**src/rtl/booth_radix4_seq_mult.sv**
```systemverilog
// Sequential radix-4 Booth multiplier: one Booth digit retired per clock,
// signed or unsigned operands, start/busy/done handshake with a registered product.
module booth_radix4_seq_mult #(
  parameter int N = 8
) (
  input  logic           clk,
  input  logic           resetn,
  input  logic           start,
  input  logic           tc,
  input  logic [N-1:0]   A,
  input  logic [N-1:0]   B,
  output logic [2*N-1:0] Z,
  output logic           busy,
  output logic           done
);

  localparam int W   = N + 2;          // extended operand width
  localparam int ACC = 2 * N + 4;      // accumulator width
  localparam int K   = N / 2 + 1;      // digits retired per multiply
  localparam int CW  = $clog2(K + 1);

  if (N < 4 || (N % 2) != 0) begin : g_bad_n
    $error("booth_radix4_seq_mult: N must be even and at least 4");
  end

  typedef enum logic [1:0] {
    IDLE = 2'd0,
    RUN  = 2'd1,
    DONE = 2'd2
  } state_e;

  state_e           state_q, state_d;
  logic [ACC-1:0]   mcand_q, mcand_d;
  logic [ACC-1:0]   acc_q,   acc_d;
  logic [W:0]       mplr_q,  mplr_d;
  logic [CW-1:0]    cnt_q,   cnt_d;
  logic [2*N-1:0]   z_q,     z_d;
  logic             busy_q,  busy_d;
  logic             done_q,  done_d;

  logic [W-1:0]     a_ext, b_ext;
  logic [ACC-1:0]   pp_mag, pp_add, pp_cin;
  logic             pp_neg;

  assign a_ext = {{2{tc & A[N-1]}}, A};
  assign b_ext = {{2{tc & B[N-1]}}, B};

  // Booth recoding of the low multiplier triplet; negation is ~x plus a carry-in.
  always_comb begin
    pp_mag = '0;
    pp_neg = 1'b0;
    case (mplr_q[2:0])
      3'b001, 3'b010: pp_mag = mcand_q;
      3'b011:         pp_mag = mcand_q << 1;
      3'b100: begin
        pp_mag = mcand_q << 1;
        pp_neg = 1'b1;
      end
      3'b101, 3'b110: begin
        pp_mag = mcand_q;
        pp_neg = 1'b1;
      end
      default: pp_mag = '0;
    endcase
    pp_add = pp_neg ? ~pp_mag : pp_mag;
    pp_cin = {{(ACC-1){1'b0}}, pp_neg};
  end

  // NOTE: every _d gets its hold value first so no path through this block infers a latch.
  always_comb begin
    state_d = state_q;
    mcand_d = mcand_q;
    acc_d   = acc_q;
    mplr_d  = mplr_q;
    cnt_d   = cnt_q;
    z_d     = z_q;
    busy_d  = busy_q;
    done_d  = 1'b0;

    case (state_q)
      IDLE, DONE: begin
        if (start) begin
          mcand_d = {{(ACC-W){a_ext[W-1]}}, a_ext};
          mplr_d  = {b_ext, 1'b0};
          acc_d   = '0;
          cnt_d   = CW'(K);
          busy_d  = 1'b1;
          state_d = RUN;
        end else begin
          busy_d  = 1'b0;
          state_d = IDLE;
        end
      end
      RUN: begin
        // Weight advances by shifting the multiplicand left, not the accumulator right.
        acc_d   = acc_q + pp_add + pp_cin;
        mcand_d = mcand_q << 2;
        mplr_d  = {{2{mplr_q[W]}}, mplr_q[W:2]};
        cnt_d   = cnt_q - CW'(1);
        if (cnt_q == CW'(1)) begin
          z_d     = acc_d[2*N-1:0];
          busy_d  = 1'b0;
          done_d  = 1'b1;
          state_d = DONE;
        end
      end
      default: begin
        busy_d  = 1'b0;
        state_d = IDLE;
      end
    endcase
  end

  // NOTE: state registers use non-blocking assignments so all flops update together.
  always_ff @(posedge clk or negedge resetn) begin
    if (!resetn) begin
      state_q <= IDLE;
      mcand_q <= '0;
      acc_q   <= '0;
      mplr_q  <= '0;
      cnt_q   <= '0;
      z_q     <= '0;
      busy_q  <= 1'b0;
      done_q  <= 1'b0;
    end else begin
      state_q <= state_d;
      mcand_q <= mcand_d;
      acc_q   <= acc_d;
      mplr_q  <= mplr_d;
      cnt_q   <= cnt_d;
      z_q     <= z_d;
      busy_q  <= busy_d;
      done_q  <= done_d;
    end
  end

  assign Z    = z_q;
  assign busy = busy_q;
  assign done = done_q;

endmodule

```
**config.mk**
```make
export PLATFORM = sky130hd
export DESIGN_NAME = booth_radix4_seq_mult
export DESIGN_NICKNAME = d
export VERILOG_FILES = /design/src/rtl/booth_radix4_seq_mult.sv
export SDC_FILE = /design/constraint.sdc
export NUM_CORES = 1
export LEC_CHECK = 0
export CORE_UTILIZATION = 35
export CTS_CLUSTER_SIZE = 10
export DETAILED_ROUTE_END_ITERATION = 16
export GPL_TIMING_DRIVEN = 0
export SETUP_SLACK_MARGIN = 0.4
export SYNTH_ARGS = -nofsm -noshare
export SYNTH_HDL_FRONTEND = slang
export SYNTH_SLANG_ARGS = --single-unit
export TNS_END_PERCENT = 50
```
**constraint.sdc**
```tcl
create_clock -name clk -period 9.6 [get_ports clk]
set_input_delay 0.96 -clock clk [delete_from_list [all_inputs] [get_ports clk]]
set_output_delay 0.96 -clock clk [all_outputs]
set_load 0.02 [all_outputs]
```
After elaboration in Yosys (flattened, before gate mapping). Cells that the tools add are included.

Add/sub/neg operators: 3. Bitwise operators: 4. Multiplexer cells: 19. Equality and inequality tests: 11. Reductions and logical operators: 9.

Operators with widths (count): $pmux W20 S2 (3); $mux W20 (3); $pmux W11 S2 (1); $add A20 B1 Y20 (1); $add A20 B20 Y20 (1); $not A20 Y20 (1); $mux W11 (1); $eq A3 B3 Y1 const B (3); $eq A3 B1 Y1 const B (2); $eq A3 B2 Y1 const B (2); $mux W1 (6); $pmux W3 S2 (1); $ne A2 B2 Y1 const B (2); $pmux W2 S2 (1); $reduce_and A2 Y1 (2); $reduce_or A2 Y1 (2); $reduce_or A4 Y1 (1); $mux W3 (1); $reduce_and A3 Y1 (1); $reduce_or A3 Y1 (1); $sub A3 B1 Y3 const B (1); $and A1 B1 Y1 (2); $eq A2 B1 Y1 const B (1); $eq A2 B2 Y1 const B (1); other kinds (5) (5).

Flip-flop bits (word level): 74.

Longest topological paths before layout. Gate-level depths: netlist of run 1.

Word-level depth: 8. Gate-level depth with buffers: 13.

Worst setup path before layout of run 1. OpenSTA, ideal clock, no wires.

Path kind: register to register. From: reg mplr_q[2]. To: reg z_q[14] (netlist: Z[14]). Arrival: 2967 ps. Cell stages (with the launch flop): 14. Required time: 9475 ps. Path slack: 6508 ps. Buffers on the path: 2. Setup time: 125 ps. Cells stage by stage: dfrtp_1 > buf_6 > nor2_1 > clkbuf_1 > a22oi_1 > o21ai_0 > ha_1 > nor2b_1 > o21a_1 > o21ai_0 > a211oi_1 > a221o_1 > xor2_1 > mux2_2.

Longest elaborated chain between the ends: 7. Elaborated cells between the ends (all ways): 15. Those cells by class: 2 x add/sub; 6 x eq/ne; 3 x mux; 1 x bitwise; 3 x reduce/logical.

RTL lines: start, declared (line 35) `logic [W:0] mplr_q, mplr_d;`; start signal, assigned (line 129) `mplr_q <= mplr_d;`; $eq A3 B3 Y1, or another cell as far along (line 52) `case (mplr_q[2:0])`; $reduce_or A4 Y1 (no line) / $reduce_or A2 Y1 (equally long branches); $pmux W20 S2 (line 52); $not A20 Y20 (line 65) `pp_add = pp_neg ? ~pp_mag : pp_mag;`; $mux W20 (line 65); $add A20 B20 Y20 (line 96) `acc_d = acc_q + pp_add + pp_cin;`; $add A20 B1 Y20 * (line 96); end signal, assigned (line 131) `z_q <= z_d;`; end, declared (line 37) `logic [2*N-1:0] z_q, z_d;`.

Mark *: on every way between the ends. The rest lies on a longest branch, timed or not. A chain may end at the register's enable or synchronous reset.

Worst setup path in the final report of run 1.
From: reg mplr_q[1]. To: reg z_q[14] (netlist: Z[14]).

Same word-level chain as after synthesis.

==> impl_metrics.tcl, run 1 <==
set metrics [dict create \
    status "completed" \
    setup_viol_count_final 0 \
    worst_hold_check_path_type "reg2reg" \
    min_period_over_period 0.4049 \
    die_area_um2 10940 \
    library_cell_occupying_the_most_area_in_the_post_synthesis_netlist "dfrtp_1" \
    core_um2 10280 \
    gpl.final_weighted_congestion 0.8351 \
    yosys-top-cells-area "dfrtp_1 44%, nand2_1 8.0%, xor2_1 5.9%, ha_1 5.8%, o21ai_0 5.4%" \
    die_height_um 104.6 \
    hold_depth 2 \
    ys_warn_count 0 \
    arrival_ns 4.12 \
    grt_start_max_net_pins 66 \
    cts-root-to-sink-buffers 2 \
    synth.ff_latch_count 65 \
    multi_input_area_um2 1946 \
    dr.pass1.iters 6 \
    post_cts_setup_inserts 0 \
    ioPinCount 38 \
    postSynthCellCount 402 \
    critical_path_peak_fanout 10 \
    hpwl_um 6554 \
    port_buffers 37 \
    synth_enable_flop_cells 0 \
    nFillCells 1022 \
    worst_pin_slew_ns 0.8311 \
    cts.hold.buffers_added 0 \
    drc_errors 0 \
    floorplan.initialDensity 0.3585 \
    global_route.overflow_total 0 \
    cp.required_ns 9.84 \
    wire_length_of_the_first_global_routing_pass_um 14910 \
    synthDominantCellAreaShare 0.4414 \
    via_density 5.371 \
    tritoncts_num_sinks 65 \
    wire_length_per_cell_after_detailed_routing_um 15.21 \
    insertion_delay_ns 0.35 \
    slew_violations 0 \
    postRouteAntennaNets 0 \
    h-tree-depth 3 \
    global_routing_usage_summed_across_all_routing_layers 0.1733 \
    hold_violations 0 \
    number_of_diodes 0 \
    die_width_um 104.6 \
    end_kind "flop" \
    synth_flop_cell "dfrtp_1" \
    seqCellArea_um2 1627 \
    postSynth.asyncResetShare 1.000 \
    r2r.worst_path.cells 10 \
    first_global_vias 3009 \
    skew_ns 0.01246 \
    syn_area_um2 3685 \
    setup-tns-final_ns 0 \
    critical_path.startpoint_type "flop" \
    antenna_found_initial 0 \
    cts_resized 0 \
    synth.top_cells.by_count "79 x nand2_1, 65 x dfrtp_1, 40 x o21ai_0" \
    layout_min_cycle_time_ns 3.887 \
    syn_to_final_growth_pct 20.81 \
    ctsRootBufferMaster "clkbuf_8" \
    routed-via-count 3174 \
    critPathKind "reg2reg" \
    rsz0062_at_grt "false" \
    synthMostInstantiatedCell "nand2_1" \
    post_route_cells_drive_above_1_share 0.06374 \
    detailedRoute.firstIterationViolations 167 \
    synth-seq-area-share 0.4414 \
    cts-buffers-inserted 9 \
    floorplan.rows 37 \
    clk_slew_on_worst_s_h_paths_ns 0.08 \
    timing.fmax_mhz 257.3 \
    max_slew_headroom 0.4460 \
    max_cap_viol_count 0 \
    clock_tree_from_tritoncts "done" \
    yosysUniqueCellTypes 44 \
    mappedNetlistNets 440 \
    wirelength_um 8991 \
    syn_avg_cell_area_um2 9.166 \
    nets 488 \
]
area by class of cell:
| cell class | instances | share of cell area |
|---|---|---|
| Tap cell | 136 | 0.03822 |
| Inverter | 8 | 0.006745 |
| Clock buffer | 10 | 0.03092 |
| Multi-Input combinational cell | 309 | 0.4370 |
| Timing Repair Buffer | 37 | 0.08263 |
| Clock inverter | 6 | 0.02052 |
| Buffer | 20 | 0.01855 |
| Sequential cell | 65 | 0.3654 |
worst paths after layout:
check,slack [ns],end,start
min reg2reg,0.48,Z[6]$_DFFE_PN0P_,Z[6]$_DFFE_PN0P_
max reg2reg,5.71,Z[14]$_DFFE_PN0P_,mplr_q[1]$_DFFE_PN0P_
max,5.71,Z[14]$_DFFE_PN0P_,mplr_q[1]$_DFFE_PN0P_
max in group asynchronous,8.34,acc_q[4]$_DFFE_PN0P_,resetn
min in group asynchronous,0.69,acc_q[6]$_DFFE_PN0P_,resetn
min,0.48,Z[6]$_DFFE_PN0P_,Z[6]$_DFFE_PN0P_
cell families after synthesis:
kind of cell | synth area share
multiplexers | 0.009167
buffers and inverters | 0.03056
AO/OA/AOI/OAI | 0.2285
AND/OR/NAND/NOR | 0.1514
flip-flops | 0.4414
adder cells (fa/ha/maj) | 0.06316
XOR/XNOR | 0.07572
registers in the layout (all words and copies together) (netlist names):
name / cells
Z: 16
acc_q: 16
cnt_q: 3
done: 1
mcand_q: 16
mplr_q: 11
state_q: 2
per-stage QoR:
step | instances | hold WS (ns) | cell area [µm²] | setup slack (ns) | utilization
after floorplan | 402 | 0.4473 | 3685 | 6.508 | -
after global placement | 575 | 0.4636 | 4225 | 5.312 | 0.4111
after detailed placement | 575 | 0.4691 | 4223 | 5.819 | 0.4109
after CTS | 591 | 0.4849 | 4452 | 5.796 | 0.4332
after global routing | 591 | 0.5141 | 4452 | 5.554 | 0.4332
final | 591 | 0.4784 | 4452 | 5.713 | 0.4332
critical path: stages (launching register included):
cell and delay (ns):
dfrtp_1 0.47, xor2_1 0.58, clkbuf_1 0.43, a22oi_1 0.12, o21ai_0 0.12, ha_1 0.34
a2111oi_0 0.66, a211oi_1 0.27, a221o_1 0.35, xor2_1 0.16, mux2_2 0.26
cell usage in the layout (no fill, tap or decap), drive strengths merged, types with 3 or more instances in the layout:
cell,n
mux2,3
nand3,6
nor2,20
a221o,3
nor2b,4
a21oi,16
clkinv,5
nand4,5
clkbuf,27
a21o,9
a22oi,21
o21ai,41
and3,3
clkdlybuf4s50,36
a211oi,3
dfrtp,65
or3,4
o31ai,3
a31oi,15
ha,17
xnor2,6
nand2,79
xor2,25
buf,4
a22o,5
nand2b,4
inv,7
routing by layer:
| layer | vias to the layer above | track usage | routed length [µm] |
|---|---|---|---|
| li1 | 1540 | - | - |
| met1 | 1535 | 0.2334 | 4350 |
| met2 | 86 | 0.2734 | 4100 |
| met3 | 13 | 0.03805 | 383 |
| met4 | 0 | 0.06237 | 157 |
| met5 | - | 0 | 0 |
Power of run 1 is left out: the tool's default activity adds up to more than one toggle a clock period on the data nets, which glitch-free logic cannot reach.
==> inputs of run 2 (changes only) <==
==> constraint.sdc (replaced) <==
create_clock -name clk -period 3.8 [get_ports clk]
set_input_delay 0.38 -clock clk [delete_from_list [all_inputs] [get_ports clk]]
set_output_delay 0.38 -clock clk [all_outputs]
set_load 0.02 [all_outputs]
==> run 2 against run 1 <==
  * Routed wire length up 0.53%
  * Clock-buffer cell count unchanged
  * Setup slack worse by 5.2 ns
  * Flip-flop and latch count unchanged
  * Highest routed layer unchanged
==> impl_metrics.tcl, run 2 (same netlist as run 1, synthesis figures left out) <==
set metrics [dict create \
    global_route.overflow_total 0 \
    critical_path.startpoint_type "flop" \
    max_slew_headroom 0.4409 \
    end_kind "flop" \
    floorplan.rows 37 \
    multi_input_area_um2 2006 \
    clock_tree_from_tritoncts "done" \
    setup-tns-final_ns 0 \
    drc_errors 0 \
    max_cap_viol_count 0 \
    port_buffers 37 \
    min_period_over_period 0.8565 \
    h-tree-depth 3 \
    floorplan.initialDensity 0.3585 \
    layout_min_cycle_time_ns 3.255 \
    nFillCells 1024 \
    layout_common_cells "79 x nand2_1, 63 x dfrtp_1, 37 x o21ai_0" \
    cp_cell_sequence "or3b_4 > clkbuf_2 > o21ai_0 > ha_1 > nor2b_1 > o21a_1 > o21ai_2 > a211oi_2 > a221o_1 > xor2_1 > mux2_2" \
    post_route_cells_drive_above_1_share 0.09451 \
    first_global_vias 3005 \
    cp.required_ns 4.04 \
    status "completed" \
    cpPeakStageDelay_ns 0.48 \
    wirelength_um 9039 \
    die_height_um 104.6 \
    hold_violations 0 \
    core_um2 10280 \
    cts-buffers-inserted 9 \
    cts.hold.buffers_added 0 \
    clk_slew_on_worst_s_h_paths_ns 0.08 \
    antenna_found_initial 0 \
    global_routing_usage_summed_across_all_routing_layers 0.1733 \
    dr.pass1.iters 5 \
    die_width_um 104.6 \
    critPathKind "reg2reg" \
    cp_slowest_cell "dfrtp_2" \
    pre_cts_slack_ns 0.01934 \
    crit-reg2reg-launch "mplr_q[0]$_DFFE_PN0P_" \
    setup_viol_count_final 0 \
    routed-via-count 3175 \
    worst_pin_slew_ns 0.8386 \
    rsz0062_at_grt "false" \
    cts-root-to-sink-buffers 2 \
    wire_length_per_cell_after_detailed_routing_um 15.29 \
    crit-reg2reg-capture "Z[14]$_DFFE_PN0P_" \
    r2r.worst_path.cells 11 \
    seqCellArea_um2 1629 \
    ctsRootBufferMaster "clkbuf_8" \
    slew_violations 0 \
    detailedRoute.firstIterationViolations 144 \
    gpl.final_weighted_congestion 0.8351 \
    regToRegSetupSlack_ns 0.55 \
    skew_ns 0.01213 \
    nets 488 \
    timing.fmax_mhz 307.2 \
    insertion_delay_ns 0.35 \
    number_of_diodes 0 \
    postRouteAntennaNets 0 \
    arrival_ns 3.49 \
    worst_hold_check_path_type "in2async" \
    final_common_cell "nand2_1" \
    via_density 5.372 \
    hpwl_um 6554 \
    syn_to_final_growth_pct 22.65 \
    final_util 0.4397 \
    grt_start_max_net_pins 66 \
    critical_path_peak_fanout 10 \
    die_area_um2 10940 \
    tritoncts_num_sinks 65 \
    wire_length_of_the_first_global_routing_pass_um 14890 \
    ioPinCount 38 \
    fin_ws_ns 0.5453 \
]
run 2: cell count changes in the layout (fill, tap and decap cells not counted), moves of 2 or more:
cell | previous run | this run
clkbuf_2 | 0 | 3
dfrtp_2 | 0 | 2
o21ai_2 | 0 | 2
nor2_1 | 20 | 18
clkbuf_1 | 17 | 14
dfrtp_1 | 65 | 63
o21ai_0 | 40 | 37
run 2: per-layer routing:
metal	track usage	vias to the layer above	share of wire
li1	-	1537	-
met1	0.2322	1540	0.48
met2	0.2748	84	0.46
met3	0.03805	14	0.042
met4	0.06237	0	0.017
met5	0	-	0
run 2: critical path: cells and delay by family, from the launching register on:
family	cells	cell delay, ns
buf+inv	1	0.20
flops	1	0.48
fa+ha+maj	1	0.32
xor+xnor	1	0.16
simple gates	2	0.62
mux	1	0.26
compound gates	5	1.10
run 2: final cells by class:
cell class | instances | area share
clock inverters | 6 | 0.02021
multi-input cells | 309 | 0.4438
well taps | 136 | 0.03765
inverters | 8 | 0.006645
flip-flops and latches | 65 | 0.3605
plain buffers | 20 | 0.01938
clock buffers | 10 | 0.03045
repair buffers | 37 | 0.08140
run 2: what timing repair did:
item	4_1_cts	5_1_grt
buffers inserted	0	0
setup endpoints to repair	14	9
resized for setup	8	14
run 2: stage by stage:
stage | instances | hold WS [ns] | instance area (µm²)
2_1_floorplan | 402 | 0.08441 | 3685
3_3_place_gp | 575 | 0.4636 | 4225
3_5_place_dp | 575 | 0.4691 | 4223
4_1_cts | 591 | 0.1556 | 4472
5_1_grt | 591 | 0.1962 | 4519
6_report | 591 | 0.1218 | 4519
run 2: worst max-delay path by stage:
stage	cells past startpoint	slack, ns	to	start
after floorplan	13	0.71	Z[14]$_DFFE_PN0P_	mplr_q[2]$_DFFE_PN0P_
after global placement	1	0.09	mplr_q[10]$_DFFE_PN0P_	resetn
after detailed placement	10	0.02	Z[14]$_DFFE_PN0P_	mplr_q[1]$_DFFE_PN0P_
after CTS	11	0.41	Z[11]$_DFFE_PN0P_	mplr_q[0]$_DFFE_PN0P_
after global routing	11	0.41	Z[14]$_DFFE_PN0P_	mplr_q[0]$_DFFE_PN0P_
final	11	0.55	Z[14]$_DFFE_PN0P_	mplr_q[0]$_DFFE_PN0P_
Power of run 2 is left out for the same reason.
==> inputs of run 3 (changes only) <==
--- a/config.mk
+++ b/config.mk
@@ -5,10 +5,11 @@
 export SDC_FILE = /design/constraint.sdc
 export NUM_CORES = 1
 export LEC_CHECK = 0
-export CORE_UTILIZATION = 35
+export CORE_UTILIZATION = 45
 export CTS_CLUSTER_SIZE = 10
 export DETAILED_ROUTE_END_ITERATION = 16
 export GPL_TIMING_DRIVEN = 0
+export PLACE_DENSITY = 0.66
 export SETUP_SLACK_MARGIN = 0.4
 export SYNTH_ARGS = -nofsm -noshare
 export SYNTH_HDL_FRONTEND = slang
==> run 3 against run 2 <==
  * Die area fell by 22%
  * Via count fell by 1.2%
  * Final cell count fell by 5.9%
  * Routed wire length fell by 3.1%
  * Core utilization rose by 13 points
  * Global-route usage rose by 5.2 points
  * Flip-flop and latch count did not move
  * Critical path type unchanged
==> impl_metrics.tcl, run 3 (same netlist as run 1, synthesis figures left out) <==
set metrics [dict create \
    global_routing_usage_summed_across_all_routing_layers 0.2249 \
    layout_min_cycle_time_ns 3.232 \
    skew_ns 0.01031 \
    wirelength_um 8760 \
    insertion_delay_ns 0.35 \
    antenna_found_initial 0 \
    min_period_over_period 0.8505 \
    floorplan.rows 32 \
    crit-reg2reg-capture "Z[14]$_DFFE_PN0P_" \
    worst_hold_check_path_type "in2async" \
    ctsRootBufferMaster "clkbuf_8" \
    crit-reg2reg-launch "mplr_q[0]$_DFFE_PN0P_" \
    startpoint_of_the_most_critical_setup_path "mplr_q[0]$_DFFE_PN0P_" \
    clk_slew_on_worst_s_h_paths_ns 0.07 \
    wire_length_of_the_first_global_routing_pass_um 14880 \
    via_density 5.640 \
    cp.required_ns 4.03 \
    worst_pin_slew_ns 0.8258 \
    nets 488 \
    setup-tns-final_ns 0 \
    max_cap_viol_count 0 \
    port_buffers 37 \
    gpl.final_weighted_congestion 0.8608 \
    detailedRoute.firstIterationViolations 138 \
    global_route.overflow_total 0 \
    hold_violations 0 \
    layout_common_cells "79 x nand2_1, 63 x dfrtp_1, 38 x o21ai_0" \
    setup_viol_count_final 0 \
    timing.fmax_mhz 309.4 \
    h-tree-depth 3 \
    first_global_vias 3030 \
    post_route_cells_drive_above_1_share 0.08590 \
    status "completed" \
    critPathKind "reg2reg" \
    die_area_um2 8554 \
    grt_start_max_net_pins 66 \
    routed-via-count 3136 \
    post_cts_setup_inserts 0 \
    cts-buffers-inserted 9 \
    tritoncts_num_sinks 65 \
    final_common_cell "nand2_1" \
    slew_violations 0 \
    floorplan.initialDensity 0.4720 \
    clock_tree_from_tritoncts "done" \
    syn_to_final_growth_pct 21.26 \
    cts.hold.buffers_added 0 \
    postRouteAntennaNets 0 \
    hpwl_um 6283 \
    wire_length_per_cell_after_detailed_routing_um 15.76 \
    drc_errors 0 \
    ioPinCount 38 \
    end_kind "flop" \
    dr.pass1.iters 5 \
    r2r.worst_path.cells 11 \
    regToRegSetupSlack_ns 0.57 \
    rsz0062_at_grt "false" \
    number_of_diodes 0 \
    cts-root-to-sink-buffers 2 \
    die_width_um 92.49 \
    arrival_ns 3.46 \
    critical_path_peak_fanout 10 \
    critical_path.endpoint "Z[14]$_DFFE_PN0P_" \
    die_height_um 92.49 \
    critical_path.startpoint_type "flop" \
    core_um2 7807 \
    max_slew_headroom 0.4495 \
]
[run 3: cell type report]
type,instances,area (µm²)
fill,718,3339
multi-input combinational,309,1997
sequential,65,1629
timing repair buffer,37,367.9
clock buffer,13,168.9
tap,102,127.6
buffer,20,87.58
clock inverter,2,60.06
inverter,8,30.03
[run 3: metrics by stage]
stage                       util  area [µm²]  hold WS, ns  std cells  setup slack [ns]
final                     0.5723        4468       0.1307        556            0.5681
after global routing      0.5723        4468       0.2069        556            0.3962
after CTS                 0.5667        4424       0.1674        556            0.4273
after detailed placement  0.5354        4180       0.4701        541           0.03840
after global placement    0.5357        4183       0.4620        541            0.1086
after floorplan                -        3685      0.08441        402            0.7084
[run 3: routing by layer]
| layer | share of wire | global-route usage | up-vias |
|---|---|---|---|
| li1 | - | - | 1531 |
| met4 | 0.015 | 0.07552 | 0 |
| met5 | 0 | 0 | - |
| met2 | 0.48 | 0.3673 | 75 |
| met1 | 0.47 | 0.2973 | 1515 |
| met3 | 0.041 | 0.04598 | 15 |
[run 3: how the worst min path moves through the flow]
stage | cells past startpoint | endpoint | from | slack [ns]
after CTS | 1 | Z[6]$_DFFE_PN0P_ | resetn | 0.17
after floorplan | 0 | Z[0]$_DFFE_PN0P_ | resetn | 0.08
after global placement | 2 | Z[6]$_DFFE_PN0P_ | Z[6]$_DFFE_PN0P_ | 0.46
after global routing | 1 | Z[7]$_DFFE_PN0P_ | resetn | 0.21
after detailed placement | 2 | Z[12]$_DFFE_PN0P_ | Z[12]$_DFFE_PN0P_ | 0.47
final | 1 | Z[6]$_DFFE_PN0P_ | resetn | 0.13
[run 3: what timing repair did]
action / in CTS / in global routing
gates cloned: 0 / 0
endpoints found under the setup margin: 13 / 12
endpoints found under the hold margin: 0 / 0
resized for setup: 7 / 12
[run 3: worst max-delay path, stage by stage, from the launching register on]
cell and delay (ns):
dfrtp_2 0.47, or3b_4 0.46, clkbuf_2 0.19, o21ai_0 0.21, ha_1 0.32, nor2b_1 0.17, o21a_1 0.19, o21ai_2 0.19
a211oi_1 0.15, a221o_1 0.33, xor2_1 0.16, mux2_2 0.26
Power of run 3 is left out for the same reason.
